<file path="config.mk">
export PLATFORM = sky130hd
export DESIGN_NAME = mul_iterative
export DESIGN_NICKNAME = d
export VERILOG_FILES = /design/src/rtl/mul_iterative.sv
export SDC_FILE = /design/constraint.sdc
export NUM_CORES = 1
export LEC_CHECK = 0
export BUFFER_PORTS_ARGS = -buffer_cell sky130_fd_sc_hd__buf_4
export CORE_MARGIN = 10
export CORE_UTILIZATION = 30
export CTS_CLUSTER_SIZE = 8
export DETAILED_ROUTE_END_ITERATION = 10
export PLACE_DENSITY = 0.48
export SYNTH_ARGS = -nofsm -noshare
export SYNTH_HDL_FRONTEND = slang
export SYNTH_SLANG_ARGS = --single-unit
</file>
<file path="constraint.sdc">
create_clock -name i_clk -period 4.3 [get_ports i_clk]
set_input_delay 0.86 -clock i_clk [delete_from_list [all_inputs] [get_ports i_clk]]
set_output_delay 0.86 -clock i_clk [all_outputs]
set_load 0.005 [all_outputs]
</file>
<file path="src/rtl/mul_iterative.sv">
// rtl/mul_iterative.sv - iterative shift-add multiplier for RV32M MUL/MULH/MULHSU/MULHU
// Works on magnitudes, one multiplier bit per cycle, then applies the sign in a single fix-up step.
module mul_iterative #(
    parameter int XLEN = 32
) (
    input  logic            i_clk,
    input  logic            i_rst,
    input  logic            i_start,
    input  logic [1:0]      i_op,
    input  logic [XLEN-1:0] i_rs1,
    input  logic [XLEN-1:0] i_rs2,
    output logic [XLEN-1:0] o_res,
    output logic            o_busy,
    output logic            o_done
);
    localparam int CW = $clog2(XLEN + 1);

    typedef enum logic [1:0] {
        IDLE,
        CALC,
        FIX,
        DONE
    } state_t;

    state_t          state;
    logic [1:0]      op;
    logic            neg;
    logic [2*XLEN-1:0] mcand;
    logic [2*XLEN-1:0] prod;
    logic [XLEN-1:0] mplier;
    logic [CW-1:0]   cnt;

    logic            sign1;
    logic            sign2;
    logic [XLEN-1:0] mag1;
    logic [XLEN-1:0] mag2;
    logic [2*XLEN-1:0] prod_fix;

    // rs1 is signed for every op except MULHU; rs2 only for MUL/MULH
    always_comb begin
        sign1    = i_rs1[XLEN-1] & (i_op != 2'b11);
        sign2    = i_rs2[XLEN-1] & ~i_op[1];
        mag1     = sign1 ? -i_rs1 : i_rs1;
        mag2     = sign2 ? -i_rs2 : i_rs2;
        prod_fix = neg ? -prod : prod;
    end

    always_ff @(posedge i_clk) begin
        if (!i_rst) begin
            state  <= IDLE;
            op     <= '0;
            neg    <= 1'b0;
            mcand  <= '0;
            prod   <= '0;
            mplier <= '0;
            cnt    <= '0;
            o_res  <= '0;
            o_busy <= 1'b0;
            o_done <= 1'b0;
        end else begin
            case (state)
                IDLE: begin
                    if (i_start) begin
                        op     <= i_op;
                        neg    <= sign1 ^ sign2;
                        mcand  <= {{XLEN{1'b0}}, mag1};
                        mplier <= mag2;
                        prod   <= '0;
                        cnt    <= CW'(XLEN);
                        o_busy <= 1'b1;
                        state  <= CALC;
                    end
                end
                CALC: begin
                    if (mplier[0]) begin
                        prod <= prod + mcand;
                    end
                    mcand  <= mcand << 1;
                    mplier <= mplier >> 1;
                    cnt    <= cnt - CW'(1);
                    if (cnt == CW'(1)) begin
                        state <= FIX;
                    end
                end
                FIX: begin
                    // result registered here so o_done and o_res appear together in the DONE cycle
                    prod   <= prod_fix;
                    o_res  <= (op == 2'b00) ? prod_fix[XLEN-1:0] : prod_fix[2*XLEN-1:XLEN];
                    o_done <= 1'b1;
                    state  <= DONE;
                end
                DONE: begin
                    o_done <= 1'b0;
                    o_busy <= 1'b0;
                    state  <= IDLE;
                end
                default: state <= IDLE;
            endcase
        end
    end
endmodule
</file>
; ---- Yosys cells after proc, flatten, opt, wreduce, memory -nomap -nowiden
; Cells that the tools add are included.
[totals]
in_bits = 69
out_inout_bits = 34
ff_bits = 205
wordCells = 57
[classes]
muxes = 19
eq_ne = 8
reduce_logical = 11
n_addsub = 5
n_bitwise = 4
[ops]
columns = operator, count
row1 = 64-bit 2-to-1 mux, 4
row2 = 64-bit case mux with 3 select lines, 1
row3 = 32-bit 2-to-1 mux, 4
row4 = 64-bit case mux with 2 select lines, 1
row5 = 64-bit adder, 1
row6 = 32-bit negator, 2
row7 = 64-bit negator, 1
row8 = 32-bit case mux with 2 select lines, 1
row9 = 6-bit case mux with 2 select lines, 1
row10 = 2-bit != test (second input constant), 4
row11 = 2-bit case mux with 4 select lines, 1
row12 = 2-bit AND reduction, 4
row13 = 6-bit by 1-bit == test with 1-bit output (second input constant), 1
row14 = 6-bit 2-to-1 mux, 1
row15 = 2-bit nonzero test, 3
row16 = 6-bit by 1-bit subtractor with 6-bit output (second input constant), 1
row17 = 2-bit == test (second input constant), 2
row18 = 2-bit zero test, 2
row19 = 2-bit 2-to-1 mux, 2
row20 = 1-bit case mux with 2 select lines, 2
row21 = 3-bit AND reduction, 1
row22 = 3-bit nonzero test, 1
row23 = 1-bit bitwise AND, 2
row24 = 2-bit by 1-bit == test with 1-bit output (second input constant), 1
row25 = other kinds (3), 3

; ---- Depth between registers and ports, before layout
[depth]
word_depth = 5
mapped_depth = 13

; ---- Worst setup path before layout
; Ideal clock, no wire load.
[synth_timing]
path_kind = input -> register
from = in i_rs2[20]
to = reg mplier[29]
slack_ns = 1.276
n_path_buf = 0
arrival_ns = 2.950
cell_stages = 8
cell_sequence = or4_1 -> or3_1 -> or4_1 -> nand2b_1 -> o41ai_1 -> xnor2_1 -> nand2_1 -> a31oi_1
[synth_via]
elab_chain_cells = 4
[synth_rtl]
columns = element, line
row1 = "start, declared", 11  ; input logic [XLEN-1:0] i_rs2,
row2 = 32-bit negator, 44  ; mag2 = sign2 ? -i_rs2 : i_rs2;
row3 = 32-bit 2-to-1 mux, 44
row4 = 32-bit 2-to-1 mux, 63  ; if (i_start) begin
row5 = 32-bit case mux with 2 select lines, 61  ; case (state)
row6 = "end signal, assigned", 67  ; mplier <= mag2;
row7 = "end signal, assigned", 79  ; mplier <= mplier >> 1;
row8 = "end, declared", 30  ; logic [XLEN-1:0] mplier;
; No other way between the ends. The select of a mux whose other input is x is not followed.
; A chain may end at the register's enable or synchronous reset.

; ---- Worst setup path after layout
[layout_timing]
from = reg prod[20]
to = reg prod[63]
[layout_via]
elab_chain_cells = 3
word_cells_on_any_way = 5
[layout_rtl]
columns = element, line
row1 = "start, declared", 29  ; logic [2*XLEN-1:0] prod;
row2 = "start signal, assigned", 76  ; prod <= prod + mcand;
row3 = "start signal, assigned", 87  ; prod <= prod_fix;
row4 = 64-bit negator or 64-bit adder (tied branches), "45, 76"
row5 = 64-bit 2-to-1 mux (on tied branches), "45, 75"
row6 = 64-bit case mux with 3 select lines (*), 61
; Mark *: on every way between the ends. The rest lies on a longest branch, timed or not. The select of a mux whose other input is x is not followed.

==> results.md <==
- PostCTS Resize Cnt: 0
- Detailed placement HPWL: about 43 mm
- Classification of the worst setup path: flop to flop
- Source of the worst register-to-register timing path: prod[20]
- Number of port buffers: roughly 100
- Type of origin of the critical path: flop
- Actual transition at the worst max-transition pin: 1.040 ns
- Layout Skew: 0.02835 ns
- Count of max-cap constraint violations: 0
- Number of antenna-violating nets in the routed design: 0
- Syn nets: 2272
- Final Critical Period: around 3.8 ns
- Number of endpoints failing setup at the final stage: 0
- Hold path start: mplier[8]
- Distinct cell type count after synthesis: 75
- Maximum number of pins on one net before global-route repair: about 120
- Final hold violation count: 0
- Post-CTS Hold Buffers: 0
- Headroom to the max-slew limit: a little under a third
- Cell area after placement: 0.01658 mm2
- Buffer cell driving the clock tree root: sky130_fd_sc_hd__clkbuf_16
- Proportion of synthesized area in mux cells: 0.2708%
- Yosys reg bits: 205
- Row Count: 82
- First-pass GRT wire length: around 88 mm
- Status: complete, no violations
- Setup repair after global routing missed its margin: no
- Primary flip-flop cell chosen by synthesis mapping: sky130_fd_sc_hd__dfxtp_1
- Async SR Flop Fraction: 0%
- Xor-xnor portion of the synthesized cell area: 9.767%
- Synthesized instance count: between 2k and 2.5k
- Grt ovf: 0
- Syn-to-layout area delta: 14.42%
- Sequential element share of the synthesized area: 26.92%
- Number of DRC violations after detailed routing: 0
- Number of iterations in the first detailed-routing pass: 9
- Post-CTS setup buffers: 0
- Class of the most critical hold timing path: flop to flop
- CTS sink cnt: 205
- Initial antenna violation count: 1
- Required time reported for the critical path endpoint: 4.81 ns
- Per-cell via count in the routed design: 5.605
- Finished layout cell area: 0.01744 mm2
- Clock buffer depth: 3
- Fraction of power spent switching nets: 42.84%
- Number of flops mapped to enable cells by yosys: 0
- TritonCTS clock tree: done
- Initial cell density of the core: 30.39%
- Pint: 4.514 mW
- Synthesis warning total: 0
- Main combinational cell family by area after synthesis: compound AO/OA/AOI/OAI gates
- Die Span Y: around 250 um
- Post-Synth Simple-Gate Area: 23.70%
- Detailed Route Iter0 Violations: around 1.6k
- Die W: 245.4 um
- Mean instance size in the synthesized netlist: about 7.2 um2
- Sequential share of power: a little under a third
- Area leader, netlist: sky130_fd_sc_hd__dfxtp_1
- Combinational Power Share: 39.8%
- Fraction of final layout cells with drive strength greater than 1: 9.546%
- Area of the core: 0.05017 mm2
- Pwr Density: between 400 and 500 mW/mm2
- Leading cell types by total area after synthesis: sky130_fd_sc_hd__dfxtp_1 27%, sky130_fd_sc_hd__nand2_1 8.1%, sky130_fd_sc_hd__a21oi_1 7.5%
- Insertion delay to the later sink of the worst-skew pair: 0.59 ns
- Die footprint: 0.06023 mm2
- Data arrival at the endpoint of the critical path: roughly 4.3 ns
- Element type at the critical path end: flop
- Vias after detailed routing: 15.86k
- Vias in the first global route: 14.80k
- Max Fclk: 261.4 MHz
- Share of synthesized cell area in full adder, half adder and majority cells: 6.041%
- Final Slew Violations: 0
- Total CTS buffers: 31
- I/O pin total: slightly above 100
- Sum of routed wire length over all layers: 57.56 mm
- Biggest fanout along the worst timing path: 7
- Commonest non-fill, non-tap cell in the layout: sky130_fd_sc_hd__nand2_1
- Complex-gate fraction of the synthesized area: 28.72%
- Fraction of power consumed by the clock network: 29.0%
- Commonest cells after routing, fill and taps aside: 329 x sky130_fd_sc_hd__nand2_1, 228 x sky130_fd_sc_hd__a21oi_1, 204 x sky130_fd_sc_hd__dfxtp_1
- Overall Global Routing Usage: 18.30%
- Fillcell total: 5369
- Diode insertion count for antenna repair: 0
- Max rail drop VDD: ~0.00025 V
- Routed wire per std cell: 20.34 um
- Post-synthesis cell area: 0.01524 mm2
- Overall Power: around 7.9 mW
- Final Net Count: roughly 2.3k
- Launch point of the worst path: prod[20]
- Register clock-pin slew on the reported worst setup and hold paths: 0.05 ns
- Leak Pwr: 6.696 nW
- Post-synth top area share: 26.92%
- H-tree level count: 1
- Final total negative setup slack: 0 ns
- Share of the cycle needed by the critical path after routing: 88.95%
- RD Place Congestion: 0.9501
- Power dissipated by switching net loads: 3.383 mW
[cell usage after synthesis, types with 7 or more instances]
cell type / count
sky130_fd_sc_hd__o21bai_1: 11
sky130_fd_sc_hd__a222oi_1: 9
sky130_fd_sc_hd__nand2b_1: 18
sky130_fd_sc_hd__nand4_1: 25
sky130_fd_sc_hd__o31ai_1: 21
sky130_fd_sc_hd__a31oi_1: 22
sky130_fd_sc_hd__a21o_1: 33
sky130_fd_sc_hd__o31a_1: 8
sky130_fd_sc_hd__dfxtp_1: 205
sky130_fd_sc_hd__xor2_1: 69
sky130_fd_sc_hd__xnor2_1: 101
sky130_fd_sc_hd__ha_1: 72
sky130_fd_sc_hd__and3_1: 12
sky130_fd_sc_hd__inv_1: 41
sky130_fd_sc_hd__o22ai_1: 23
sky130_fd_sc_hd__or4_1: 19
sky130_fd_sc_hd__a22oi_1: 41
sky130_fd_sc_hd__nand3_1: 49
sky130_fd_sc_hd__nor2_1: 198
sky130_fd_sc_hd__o21ai_1: 7
sky130_fd_sc_hd__o211ai_1: 37
sky130_fd_sc_hd__buf_1: 7
sky130_fd_sc_hd__nand2_1: 329
sky130_fd_sc_hd__o21ai_0: 182
sky130_fd_sc_hd__a221oi_1: 9
sky130_fd_sc_hd__clkbuf_1: 134
sky130_fd_sc_hd__or2_2: 10
sky130_fd_sc_hd__o41ai_1: 12
sky130_fd_sc_hd__and2_1: 12
sky130_fd_sc_hd__nor4_1: 14
sky130_fd_sc_hd__a21oi_1: 228
sky130_fd_sc_hd__o21a_1: 8
sky130_fd_sc_hd__nor3_1: 50
sky130_fd_sc_hd__or3_1: 20
sky130_fd_sc_hd__nor2b_1: 14
[registers in the layout (all words and copies together) (netlist names)]
signal,cells
o_res,32
mcand,64
op,2
neg,1
cnt,6
state,2
o_busy,1
mplier,32
o_done,1
prod,64
[per-stage QoR]
step / hold slack [ns] / setup slack [ns] / utilization, % / instances
final: 0.4509 / 0.4751 / 34.77 / 2830
after global placement: 0.4388 / 0.6893 / 33.05 / 2789
after detailed placement: 0.4440 / 0.5862 / 33.05 / 2789
after floorplan: 0.4312 / 1.276 / - / 2130
after CTS: 0.4519 / 0.5643 / 34.77 / 2830
after global routing: 0.4663 / 0.3193 / 34.77 / 2830
[critical path: stages (launching register included)]
cell and delay, ns:
sky130_fd_sc_hd__dfxtp_1 0.39, sky130_fd_sc_hd__ha_1 0.44, sky130_fd_sc_hd__a21oi_1 0.14, sky130_fd_sc_hd__o21ai_0 0.35
sky130_fd_sc_hd__a31oi_1 0.13, sky130_fd_sc_hd__or4b_1 0.48, sky130_fd_sc_hd__a21o_1 0.22, sky130_fd_sc_hd__o311ai_1 0.70
sky130_fd_sc_hd__nor3b_1 0.26, sky130_fd_sc_hd__or4_1 0.55, sky130_fd_sc_hd__nand4_1 0.10
[power groups by stage]
stage	clock [mW]	sequential (mW)	combinational [mW]
finish	2.29	2.47	3.14
detailed placement	0	2.50	3.10
floorplan	0	2.38	2.13
global placement	0	2.49	3.09
global route	2.42	2.50	3.46
CTS	2.35	2.47	3.11
[logic make-up (layout without fill, tap and decap cells)]
family | Yosys count | count (layout)
compound gates | 702 | 702
xor+xnor | 170 | 170
fa+ha+maj | 73 | 73
buf+inv | 184 | 212
flops | 205 | 205
mux | 4 | 4
simple gates | 792 | 792
[cell type report]
type	instances	area, um2	share of cell area [%]
Clock inverter	3	40.04	0.2295
Timing Repair Buffer	130	1001	5.738
Multi-Input combinational cell	1741	10480	60.07
Clock buffer	38	822.0	4.713
Inverter	41	156.4	0.8966
Tap cell	672	840.8	4.820
Sequential cell	205	4105	23.53
[path summary, 6_finish.rpt]
check,slack (ns),endpoint,cells past startpoint
hold reg to reg,0.45,mplier[8],2
setup / recovery,0.48,prod[63],10
hold / removal,0.45,mplier[8],2
setup reg to reg,0.48,prod[63],10
[metal layers]
layer  GRT usage (%)  wire (um)  up-vias
met1           25.81      27330     7542
met3           3.269       4006       94
met4           5.791       1692        2
met5               0         10        -
li1                -          -     7705
met2           27.65      24520      518
(Power assumes the default switching activity.)
